[config.mk]
export PLATFORM = sky130hd
export DESIGN_NAME = jk_excitation_driver_flat
export DESIGN_NICKNAME = d
export VERILOG_FILES = /design/src/rtl/jk_excitation_driver_if.sv /design/src/rtl/jk_excitation_driver.sv /design/src/flat_wrapper.sv
export SDC_FILE = /design/constraint.sdc
export NUM_CORES = 1
export LEC_CHECK = 0
export CORE_UTILIZATION = 46
export CTS_CLUSTER_SIZE = 30
export DETAILED_ROUTE_END_ITERATION = 16
export PLACE_DENSITY = 0.77
export SLEW_MARGIN = 40
export SYNTH_ARGS = -nofsm -noshare
export SYNTH_HDL_FRONTEND = slang
export SYNTH_SLANG_ARGS = --single-unit
export TNS_END_PERCENT = 10
[constraint.sdc]
create_clock -name clk -period 1.8 [get_ports clk]
set_input_delay 0.36 -clock clk [delete_from_list [all_inputs] [get_ports clk]]
set_output_delay 0.36 -clock clk [all_outputs]
set_load 0.1 [all_outputs]
[src/rtl/jk_excitation_driver_if.sv]
// Target handshake between sequencing control logic and the JK excitation driver.
interface jk_excitation_driver_if #(
    parameter int WIDTH = 4
);
    logic             target_valid;
    logic [WIDTH-1:0] target;
    logic             target_ready;

    modport master (
        output target_valid,
        output target,
        input  target_ready
    );

    modport slave (
        input  target_valid,
        input  target,
        output target_ready
    );
endinterface

[src/rtl/jk_excitation_driver.sv]
// Drives J/K of an external JK flip-flop bank toward a latched target, verifies Q and retries.
// state  | meaning
// IDLE   | ready for a target, j/k held at 0
// DRIVE  | j/k presented, bank samples them at the closing edge
// VERIFY | j/k back to 0, q_fb compared against target_reg at the closing edge
module jk_excitation_driver #(
    parameter int WIDTH      = 4,
    parameter int MAX_RETRY  = 2,
    parameter int USE_TOGGLE = 0
) (
    input  logic                   clk,
    input  logic                   rst_n,
    jk_excitation_driver_if.slave  hs,
    input  logic [WIDTH-1:0]       q_fb,
    output logic [WIDTH-1:0]       j,
    output logic [WIDTH-1:0]       k,
    output logic                   busy,
    output logic                   done,
    output logic                   err
);
    localparam int RW = (MAX_RETRY < 1) ? 1 : $clog2(MAX_RETRY + 1);
    localparam logic [RW-1:0] RMAX = RW'(MAX_RETRY);

    typedef enum logic [1:0] {IDLE, DRIVE, VERIFY} state_t;

    state_t           state, state_nxt;
    logic [WIDTH-1:0] tgt_reg, tgt_nxt;
    logic [WIDTH-1:0] j_nxt, k_nxt;
    logic [RW-1:0]    retry_cnt, retry_nxt;
    logic             done_nxt, err_nxt;

    // Returns {j, k}; bits already at their target are held (J=K=0).
    function automatic logic [2*WIDTH-1:0] excite(input logic [WIDTH-1:0] qc,
                                                  input logic [WIDTH-1:0] qt);
        logic [WIDTH-1:0] chg;
        chg = qc ^ qt;
        if (USE_TOGGLE != 0)
            return {chg, chg};
        else
            return {chg & qt, chg & ~qt};
    endfunction

    always_ff @(posedge clk or negedge rst_n) begin
        if (!rst_n) begin
            state     <= IDLE;
            tgt_reg   <= '0;
            retry_cnt <= '0;
            j         <= '0;
            k         <= '0;
            done      <= 1'b0;
            err       <= 1'b0;
        end else begin
            state     <= state_nxt;
            tgt_reg   <= tgt_nxt;
            retry_cnt <= retry_nxt;
            j         <= j_nxt;
            k         <= k_nxt;
            done      <= done_nxt;
            err       <= err_nxt;
        end
    end

    always_comb begin
        state_nxt = state;
        tgt_nxt   = tgt_reg;
        retry_nxt = retry_cnt;
        j_nxt     = '0;
        k_nxt     = '0;
        done_nxt  = 1'b0;
        err_nxt   = 1'b0;
        case (state)
            IDLE: begin
                if (hs.target_valid) begin
                    tgt_nxt        = hs.target;
                    {j_nxt, k_nxt} = excite(q_fb, hs.target);
                    retry_nxt      = '0;
                    state_nxt      = DRIVE;
                end
            end
            DRIVE: begin
                state_nxt = VERIFY;
            end
            VERIFY: begin
                if (q_fb == tgt_reg) begin
                    done_nxt  = 1'b1;
                    state_nxt = IDLE;
                end else if (retry_cnt < RMAX) begin
                    retry_nxt      = retry_cnt + RW'(1);
                    {j_nxt, k_nxt} = excite(q_fb, tgt_reg);
                    state_nxt      = DRIVE;
                end else begin
                    err_nxt   = 1'b1;
                    state_nxt = IDLE;
                end
            end
            default: begin
                state_nxt = IDLE;
            end
        endcase
    end

    assign hs.target_ready = (state == IDLE);
    assign busy            = (state != IDLE);
endmodule

[src/flat_wrapper.sv]
// flat-port wrapper written by rule: the top's interface ports become plain ports
module jk_excitation_driver_flat 
#(
    parameter int WIDTH      = 4,
    parameter int MAX_RETRY  = 2,
    parameter int USE_TOGGLE = 0
)
  (clk, rst_n, q_fb, j, k, busy, done, err, hs_target_valid, hs_target, hs_target_ready);
  jk_excitation_driver_if #(.WIDTH(WIDTH)) hs_i ();
  input  logic clk;
  input  logic rst_n;
  input  logic [WIDTH-1:0] q_fb;
  output logic [WIDTH-1:0] j;
  output logic [WIDTH-1:0] k;
  output logic busy;
  output logic done;
  output logic err;
  input wire logic [$bits(hs_i.target_valid)-1:0] hs_target_valid;
  input wire logic [$bits(hs_i.target)-1:0] hs_target;
  output wire logic [$bits(hs_i.target_ready)-1:0] hs_target_ready;
  assign hs_i.target_valid = hs_target_valid;
  assign hs_i.target = hs_target;
  assign hs_target_ready = hs_i.target_ready;
  jk_excitation_driver #(.WIDTH(WIDTH), .MAX_RETRY(MAX_RETRY), .USE_TOGGLE(USE_TOGGLE)) u_core (.clk(clk), .rst_n(rst_n), .hs(hs_i), .q_fb(q_fb), .j(j), .k(k), .busy(busy), .done(done), .err(err));
endmodule
# After elaboration in Yosys (flattened, before gate mapping)
# Cells that the tools add are included.
# word_totals
regBits,18
out_inout_bits,12
# classes
n_addsub,1
order_cmp,1
eq_ne,6
muxes,21
bitwise,8
n_reduce_logical,5
# op_table
op,count
4-bit 2-to-1 mux,6
4-bit bitwise AND,4
4-bit one-hot mux with 2 select lines,2
2-bit 2-to-1 mux,5
4-bit NOT,2
4-bit XOR,2
1-bit 2-to-1 mux,6
2-bit one-hot mux with 3 select lines,1
4-bit equality test,1
2-bit != test (second input constant),2
2-bit one-hot mux with 2 select lines,1
4-bit AND reduction,1
2-bit nonzero test,2
2-bit by 1-bit adder with 2-bit output (second input constant),1
2-bit by 1-bit equality test with 1-bit output (second input constant),1
2-bit equality test (second input constant),1
2-bit logical NOT,1
2-bit less-than comparator (second input constant),1
2-bit by 1-bit != test with 1-bit output (second input constant),1
2-bit AND reduction,1

# Depth between registers and ports, before layout
# depth
ltp_word,5
depth_mapped,6

# Worst setup path after synthesis
# OpenSTA, ideal clock, no wires.
# synth_timing
path_kind,reg-to-output
from,register u_core.state[1]
to,output busy
t_arrival_ns,2.678
slack_ns,-1.238
path_stages_with_launch,3
path_cell_list,dfrtp_1 -> nor2_1 -> inv_1
# synth_between
elab_chain_len,1
# synth_lines
element,line_no,source
from (decl),jk_excitation_driver.sv:26,"state_t state, state_nxt;"
from (signal assigned),jk_excitation_driver.sv:53,state <= state_nxt;
2-bit nonzero test,jk_excitation_driver.sv:103,assign busy = (state != IDLE);
to (decl),flat_wrapper.sv:15,output logic busy;
# No other way between the ends.

# Final worst setup path
# layout_timing
from,input q_fb[0]
to,register u_core.retry_cnt[0]
# layout_between
elab_chain_len,3
# layout_lines
element,line_no,source
from (decl),flat_wrapper.sv:12,input logic [WIDTH-1:0] q_fb;
4-bit equality test,jk_excitation_driver.sv:84,if (q_fb == tgt_reg) begin
2-bit != test (no line),-,
4-bit AND reduction (no line),-,
to (signal assigned),jk_excitation_driver.sv:55,retry_cnt <= retry_nxt;
to (decl),jk_excitation_driver.sv:29,"logic [RW-1:0] retry_cnt, retry_nxt;"
# No other way between the ends.
# A chain may end at the register's enable or synchronous reset.

==> results.md <==
- Fin crit period: 1.72 ns
- Largest cells by area after synthesis: dfrtp_1 53%, ha_1 12%, a32o_1 9.3%, inv_1 6.1%, mux2i_1 4.7%
- F_max: 581 MHz
- Worst Tran Pin Value: 0.256 ns
- Crit path buffers/inverters: 2
- Total net switching power: 1080 uW
- CP peak stage delay: 0.50 ns
- Num CTS Buffers: 3
- Die X: 45.2 um
- DRC viols: 0
- Congestion Overflow GR: 0
- Gate Count Post-Synth: 70
- Mapped Area: 857 um2
- Global placement routability congestion: 0.719
- Iteration count of the initial detailed-routing pass: 3
- Initial antenna violation count: 0
- Pwr/cell area: 1720 nW/um2
- Setup Fix Bufs, Post-CTS: 0
- Async S/R FF share, synth: 100%
- Max-cap violations: 0
- Register bit total from synthesis: 18
- Synth top area share: 52.6%
- Synth top cells by count: 18 x dfrtp_1, 14 x inv_1, 8 x a32o_1, 8 x ha_1, 4 x mux2i_1
- Total length of routed wires: 1590 um
- DP Cell Count: 122
- Synth Flop Type: dfrtp_1
- IO buf count: 22
- Fraction of layout cells with a size suffix above 1: 27.7%
- Seq pwr share: 29.0%
- Die height: 45.2 um
- Worst vdd ir: 0.00110 V
- Avg Inst Size Synth: 12.2 um2
- Final cell count without fillers: 126
- Slew Viols, Final: 0
- Post-route ant nets: 0
- Clock transition at path regs: 0.10 ns
- Switching portion of total power: 48.1%
- Fin. Hold Viols: 0
- Max Root-Sink Buffers: 2
- CP delay by family, top: simple AND/OR/NAND/NOR gates
- Setup slack, reg-to-reg: 0.32 ns
- Die Footprint: 2040 um2
- Drt initial violations: 10
- Tcrit/Tclk final: 95.7%
- CP startpoint kind: input port
- Initial Utilization: 49.1%
- Hold buffers post-CTS: 0
- P&R area growth vs syn: 52.4%
- Ports: 23
- Worst EP required: 2.04 ns
- Total GRT Usage: 19.5%
- TritonCTS clock tree: yes
- Post-Syn Nets: 89
- Final setup vio count: 0
- Worst EP arrival: 1.97 ns
- Area leader, netlist: dfrtp_1
- Crit Path Category: in2reg
- Hpwl dp: 1230 um
- DR vias: 632
- Sequential area share after synthesis: 52.6%
- Antenna cell count: 0
- Setup TNS: 0 ns
- CP max-delay cell: clkdlybuf4s50_1
- Setup Skew: 0.00181 ns
- Root Buffer: clkbuf_4
- Leakage: 0.000639 uW
- Cells along the critical path: clkdlybuf4s50_1 -> inv_1 -> ha_1 -> and4_4 -> or4_1 -> nand3_1
- Clk_lat worst skew: 0.30 ns
- YS warnings: 0
- RSZ-0062 raised after global routing: false
- Clock share of power: 11.2%
- Most frequent cell after synthesis: dfrtp_1
- Final #Nets: 121
- H-tree depth: 1
- Core area: 1750 um2
- Distinct cells, synth: 22
- Int Pwr: 1170 uW
- Vias in the first global route: 616
- Post-cts resize count: 0
- Status: completed
- Crit end category: flop
- EDFF count, synth: 0
- Combinational cell fraction of total power: 59.7%
- Slew margin rel.: 82.9%
- Largest net degree at the start of global routing: 19
- CTS sink count: 18
- Wire per inst: 12.6 um
- Worst hold path type: in2async
- Drt via density: 5.02
- First-pass GRT wire length: 2730 um
- Row cnt: 15
- CP max FO: 4
## path summary, 6_finish.rpt
check / from / end / cells after the start
worst max-delay path: q_fb[0] / u_core.retry_cnt[0]$_DFFE_PN0P_ / 6
min in group clk: u_core.tgt_reg[3]$_DFFE_PN0P_ / u_core.tgt_reg[3]$_DFFE_PN0P_ / 2
worst min register to register: u_core.tgt_reg[3]$_DFFE_PN0P_ / u_core.tgt_reg[3]$_DFFE_PN0P_ / 2
worst max register to register: u_core.tgt_reg[2]$_DFFE_PN0P_ / u_core.retry_cnt[0]$_DFFE_PN0P_ / 4
max in group asynchronous: rst_n / u_core.tgt_reg[1]$_DFFE_PN0P_ / 2
worst min-delay path: rst_n / u_core.j[0]$_DFF_PN0_ / 2
## logic make-up after synthesis
group | share of synthesized area, %
AOI/OAI and AO/OA | 11.8
adders and majority gates | 11.7
DFF | 52.6
and+or+nand+nor | 11.0
muxes | 4.67
buffers and inverters | 8.32
## routing by layer
metal	GRT usage [%]	vias up	share of wire (%)
li1	-	305	-
met1	23.6	301	42
met2	31.0	21	50
met5	0	-	0
met4	12.1	0	2.5
met3	4.80	5	5.3
## layout by cell type, fill, tap and decap left out, types with 3 or more instances in the layout
cell             count
a32o_1               8
buf_12              12
buf_4                7
clkbuf_4             3
clkdlybuf4s50_1     10
dfrtp_1             18
ha_1                 8
inv_1               14
mux2i_1              4
## per-stage QoR
stage | power, uW | setup slack [ns] | instance area (um2) | utilization (%) | hold WS, ns
2_1_floorplan | 1510 | -0.102 | 865 | - | 0.0644
3_3_place_gp | 1980 | -0.220 | 1270 | 72.8 | 0.543
3_5_place_dp | 2010 | -0.242 | 1270 | 72.8 | 0.547
4_1_cts | 2270 | 0.0734 | 1310 | 74.8 | 0.372
5_1_grt | 2360 | 0.0335 | 1310 | 74.8 | 0.391
6_report | 2250 | 0.0783 | 1310 | 74.8 | 0.368
## final cells by class
type                       count  area, um2
timing repair buffer          29        393
inverter                      14       52.6
fill                         108        439
multi-input combinational     36        343
clock buffer                   4       36.3
sequential                    18        450
tap                           25       31.3
## power by group through the flow
| stage | sequential [uW] | clock (uW) | combinational, uW |
|---|---|---|---|
| 6_report | 654 | 253 | 1350 |
| 5_1_grt | 671 | 274 | 1420 |
| 4_1_cts | 656 | 260 | 1350 |
| 3_5_place_dp | 664 | 0 | 1350 |
| 3_3_place_gp | 656 | 0 | 1320 |
| 2_1_floorplan | 966 | 0 | 539 |
No activity file was read; power rests on OpenSTA's default activity.
